## src/rtl/acc8_stream.sv

```systemverilog
// acc8_stream: sums N_SAMPLES unsigned 8-bit beats per burst and emits one 8-bit result plus a carry-out flag.
// Latency: the result is valid 1 cycle after the final accepted beat. There is one idle cycle between bursts.
// Backpressure: in_ready drops while a result is held. out_sum and out_ovf stay stable until out_ready is seen.
//
// Ports:
//   clk, rst_n             single rising-edge clock; asynchronous active-low reset
//   in_valid/in_ready      operand handshake; in_data is the unsigned operand
//   out_valid/out_ready    result handshake; out_sum is the burst sum mod 256
//   out_ovf                set if any addition in the burst carried out of bit 7
//   busy                   a burst is partly accepted and no result is pending
//
// rca8 is the shared 8-bit ripple-carry adder. It has no carry-out port.

module rca8 (
  input  logic [7:0] a,
  input  logic [7:0] b,
  input  logic       cin,
  output logic [7:0] sum
);
  logic [7:0] c;

  always_comb begin
    c      = '0;
    sum    = '0;
    c[0]   = cin;
    for (int i = 0; i < 7; i++) begin
      c[i+1] = (a[i] & b[i]) | ((a[i] ^ b[i]) & c[i]);
    end
    for (int i = 0; i < 8; i++) begin
      sum[i] = a[i] ^ b[i] ^ c[i];
    end
  end
endmodule

module acc8_stream #(
  parameter int unsigned N_SAMPLES = 4
) (
  input  logic       clk,
  input  logic       rst_n,
  input  logic       in_valid,
  output logic       in_ready,
  input  logic [7:0] in_data,
  output logic       out_valid,
  input  logic       out_ready,
  output logic [7:0] out_sum,
  output logic       out_ovf,
  output logic       busy
);
  typedef enum logic {ACCUM = 1'b0, HOLD = 1'b1} state_t;

  localparam logic [7:0] CNT_LAST = 8'(N_SAMPLES - 1);

  state_t     state_q, state_d;
  logic [7:0] acc_q, acc_d;
  logic [7:0] cnt_q, cnt_d;
  logic       ovf_q, ovf_d;
  logic [7:0] out_sum_q, out_sum_d;
  logic       out_ovf_q, out_ovf_d;

  logic [7:0] add_sum;
  logic       add_carry;
  logic       accept;

  rca8 u_add (
    .a   (acc_q),
    .b   (in_data),
    .cin (1'b0),
    .sum (add_sum)
  );

  // Carry out of bit 7 is recovered from the operand and sum MSBs.
  // A carry occurs if both operand MSBs are set.
  // It also occurs if exactly one is set and the sum MSB is clear, because a carry into bit 7 flipped it.
  assign add_carry = (acc_q[7] & in_data[7]) | ((acc_q[7] | in_data[7]) & ~add_sum[7]);

  // Handshake outputs are decoded from state only, so there is no path from in_valid or out_ready.
  assign in_ready  = (state_q == ACCUM);
  assign out_valid = (state_q == HOLD);
  assign accept    = in_valid & in_ready;
  assign busy      = (state_q == ACCUM) && (cnt_q != 8'd0);
  assign out_sum   = out_sum_q;
  assign out_ovf   = out_ovf_q;

  always_comb begin
    state_d   = state_q;
    acc_d     = acc_q;
    cnt_d     = cnt_q;
    ovf_d     = ovf_q;
    out_sum_d = out_sum_q;
    out_ovf_d = out_ovf_q;

    case (state_q)
      ACCUM: begin
        if (accept) begin
          acc_d = add_sum;
          ovf_d = ovf_q | add_carry;
          if (cnt_q == CNT_LAST) begin
            // cnt is held at N-1 through HOLD and cleared on the result handshake.
            // This keeps it from ever reaching N_SAMPLES.
            state_d   = HOLD;
            out_sum_d = add_sum;
            out_ovf_d = ovf_q | add_carry;
          end else begin
            cnt_d = cnt_q + 8'd1;
          end
        end
      end
      HOLD: begin
        if (out_ready) begin
          state_d = ACCUM;
          acc_d   = '0;
          cnt_d   = '0;
          ovf_d   = 1'b0;
        end
      end
      default: state_d = ACCUM;
    endcase
  end

  always_ff @(posedge clk or negedge rst_n) begin
    if (!rst_n) begin
      state_q   <= ACCUM;
      acc_q     <= '0;
      cnt_q     <= '0;
      ovf_q     <= 1'b0;
      out_sum_q <= '0;
      out_ovf_q <= 1'b0;
    end else begin
      state_q   <= state_d;
      acc_q     <= acc_d;
      cnt_q     <= cnt_d;
      ovf_q     <= ovf_d;
      out_sum_q <= out_sum_d;
      out_ovf_q <= out_ovf_d;
    end
  end
endmodule
```

## config.mk

```make
export PLATFORM = sky130hd
export DESIGN_NAME = acc8_stream
export DESIGN_NICKNAME = d
export VERILOG_FILES = /design/src/rtl/acc8_stream.sv
export SDC_FILE = /design/constraint.sdc
export NUM_CORES = 1
export LEC_CHECK = 0
export CAP_MARGIN = 20
export CORE_UTILIZATION = 53
export CTS_CLUSTER_DIAMETER = 120
export DETAILED_ROUTE_END_ITERATION = 10
export GPL_TIMING_DRIVEN = 0
export PLACE_DENSITY = 0.79
export SLEW_MARGIN = 20
export SYNTH_ARGS = -nofsm -noshare
export SYNTH_HDL_FRONTEND = slang
export SYNTH_SLANG_ARGS = --single-unit
```

## constraint.sdc

```tcl
create_clock -name clk -period 4.1 [get_ports clk]
set_clock_uncertainty 0.15 [all_clocks]
set_input_delay 0.41 -clock clk [delete_from_list [all_inputs] [get_ports clk]]
set_output_delay 0.41 -clock clk [all_outputs]
set_load 0.03 [all_outputs]
```

==> impl_metrics.tcl <==
set metrics [dict create \
    grt_usage_pct 21.2 \
    worstSetupPathType "in -> reg" \
    dp_hpwl_mm 2.13 \
    finalNetCount 199 \
    status "completed" \
    multi_input_area_um2 743 \
    p_sw_uw 429 \
    finalCritPeriodShare_pct 97.1 \
    area_growth_pct 20.4 \
    globalplace.congestion 0.902 \
    tightest_slew_ns 0.642 \
    crit_path_start_kind "input pin" \
    vias 1125 \
    leakage_nw 0.847 \
    drcViolationCount 0 \
    setup_viol 0 \
    avgViaCountPerCell 5.43 \
    cp_max_fo 2 \
    pwr_density_cell_nw_per_um2 583 \
    cts_setup_buffers 0 \
    async_flop_share_pct 100 \
    wl_mm 2.89 \
    port_buffers 23 \
    fin_ws_ns 0.117 \
    cts_tree "done" \
    drv_cap 0 \
    ctsHtreeMaxLevel 1 \
    synth-edff-count 0 \
    synthCells 148 \
    die_y_um 55.5 \
    p_int_uw 636 \
    hold_depth 2 \
    clk_path_buf_depth 2 \
    clk_pin_slew_worst_paths_ns 0.15 \
    ff_latch_area_um2 676 \
    synth_ff_type "dfrtp_1" \
    grt_pass1_vias 1104 \
    maxSlewViolCount 0 \
    layout-drive-gt1-share_pct 13.1 \
    switching_share_pct 40.3 \
    setup_tns_ns 0 \
    hold_path.class "reg -> reg" \
    synth_area_leaders "dfrtp_1 (45%), fa_1 (9.2%), nand2_1 (6.4%), inv_1 (4.2%), mux2i_1 (4.0%)" \
    synthesis.area_um2 1520 \
    fillers 215 \
    power_mw 1.07 \
    core_area_um2 2730 \
    r2r.worst_path.cells 11 \
    hold_viol 0 \
    syn_nets 170 \
    ys_seq_area_share_pct 44.5 \
    rsz0062_at_grt "false" \
    pwr-share-clk_pct 11.4 \
    p_comb_share_pct 46.4 \
    numCtsBuffers 3 \
    avgSynthCellArea_um2 10.3 \
    cp_data_arrival_time_ns 4.07 \
    die_w_um 55.5 \
    fmax_mhz 251 \
    synthDominantCellAreaShare_pct 44.5 \
    initial_core_util_pct 55.5 \
    pre_cts_ws_ns -0.419 \
    grt_first_pass_wirelength_mm 5.06 \
    clock_latency_ns 0.33 \
    end_kind "flip-flop" \
    relSlewSlack_pct 57.0 \
    worstPathRequired_ns 4.19 \
    drt_iter0_drc 30 \
    diodes 0 \
    yosys.area.top_type "dfrtp_1" \
    finalWorstPathRequiredPeriod_ns 3.98 \
    grt_start_max_net_pins 28 \
    irDropWorstVdd_mv 0.392 \
    final_cell_mix "dfrtp_1 (27), nand2_1 (26), clkdlybuf4s50_1 (22)" \
    wl_per_cell_um 14.0 \
    die_area_um2 3080 \
    grt-ovfl-total 0 \
    cts_sinks 27 \
    antenna_found_initial 0 \
    ys_warn_count 0 \
    final_common_cell "dfrtp_1" \
    ios 24 \
    placementRows 19 \
    root_buffer "clkbuf_4" \
    ant_nets 0 \
    power_frac_seq_pct 42.2 \
    ys_ff_latch 27 \
    drt_pass1_iterations 4 \
    yosysUniqueCellTypes 33 \
]
## logic make-up (layout without fill, tap and decap cells)
group / count (synthesis) / in the layout / share of synthesized area [%]
compound gates: 30 / 30 / 13.5
fa+ha+maj: 10 / 10 / 11.7
buf+inv: 24 / 52 / 7.01
mux: 10 / 10 / 7.42
xor+xnor: 3 / 3 / 1.73
simple gates: 44 / 44 / 14.1
flops: 27 / 27 / 44.5
## worst paths after layout
| kind | startpoint | end | slack [ns] |
|---|---|---|---|
| min in group asynchronous | rst_n | out_sum[7] | 0.45 |
| max in group asynchronous | rst_n | cnt_q[3] | 2.95 |
| min reg2reg | out_sum[5] | out_sum[5] | 0.34 |
| max | in_data[0] | out_sum[7] | 0.12 |
| max reg2reg | acc_q[0] | out_sum[7] | 0.24 |
| min | out_sum[5] | out_sum[5] | 0.34 |
## through the flow
| step | cell area, um2 | hold WS (ns) | cells | util [%] |
|---|---|---|---|---|
| floorplan | 1520 | -0.0356 | 148 | - |
| global placement | 1790 | 0.311 | 202 | 65.4 |
| detailed placement | 1780 | 0.306 | 202 | 65.2 |
| CTS | 1820 | 0.347 | 207 | 66.7 |
| global route | 1830 | 0.367 | 207 | 66.8 |
| finish | 1830 | 0.343 | 207 | 66.8 |
## per-layer routing
layer	up-vias	global-route usage, %	wire [um]
met3	4	2.34	89
met1	540	29.3	1390
li1	550	-	-
met4	0	7.50	26
met5	-	0	0
met2	31	34.8	1380
## sequential cells by signal, summed over array words and instances, names as in the netlist
| register | flops |
|---|---|
| acc_q | 8 |
| cnt_q | 8 |
| out_ovf | 1 |
| out_sum | 8 |
| out_valid | 1 |
| ovf_q | 1 |
## power groups by stage
stage	clock [mW]	sequential [mW]	combinational [mW]
floorplan	0	0.489	0.311
global placement	0	0.449	0.472
detailed placement	0	0.455	0.494
CTS	0.123	0.449	0.501
global route	0.133	0.462	0.552
finish	0.121	0.449	0.495
## critical path: stages
cell and delay (ns):
clkdlybuf4s50_1 0.46, ha_1 0.14, inv_1 0.05, fa_2 0.34
fa_2 0.35, fa_2 0.35, fa_1 0.38, fa_1 0.38
fa_1 0.38, inv_1 0.10, fa_1 0.44, mux2_4 0.28
## cells in the mapped netlist, drive strengths merged (2+ instances only)
cell type,count
fa,7
a31oi,2
mux2i,6
nor4,2
ha,3
buf,4
inv,17
nor2,6
nand3,2
o21ai,13
dfrtp,27
mux2,4
clkbuf,2
xor2,2
a21oi,3
nand3b,3
a22o,5
o22ai,6
nand2,26
## area by class of cell
| class | count | share of cell area [%] |
|---|---|---|
| Buffer | 6 | 2.12 |
| Clock buffer | 3 | 1.23 |
| Clock inverter | 1 | 0.274 |
| Inverter | 18 | 3.70 |
| Multi-Input combinational cell | 97 | 40.7 |
| Sequential cell | 27 | 37.0 |
| Tap cell | 31 | 2.12 |
| Timing Repair Buffer | 24 | 12.9 |
## what timing repair did
action,4_1_cts,5_1_grt
endpoints found under the setup margin,2,2
hold buffers,1,0
endpoints found under the hold margin,27,0
gates resized for setup,2,1
Power figures use the tool's default switching activity.
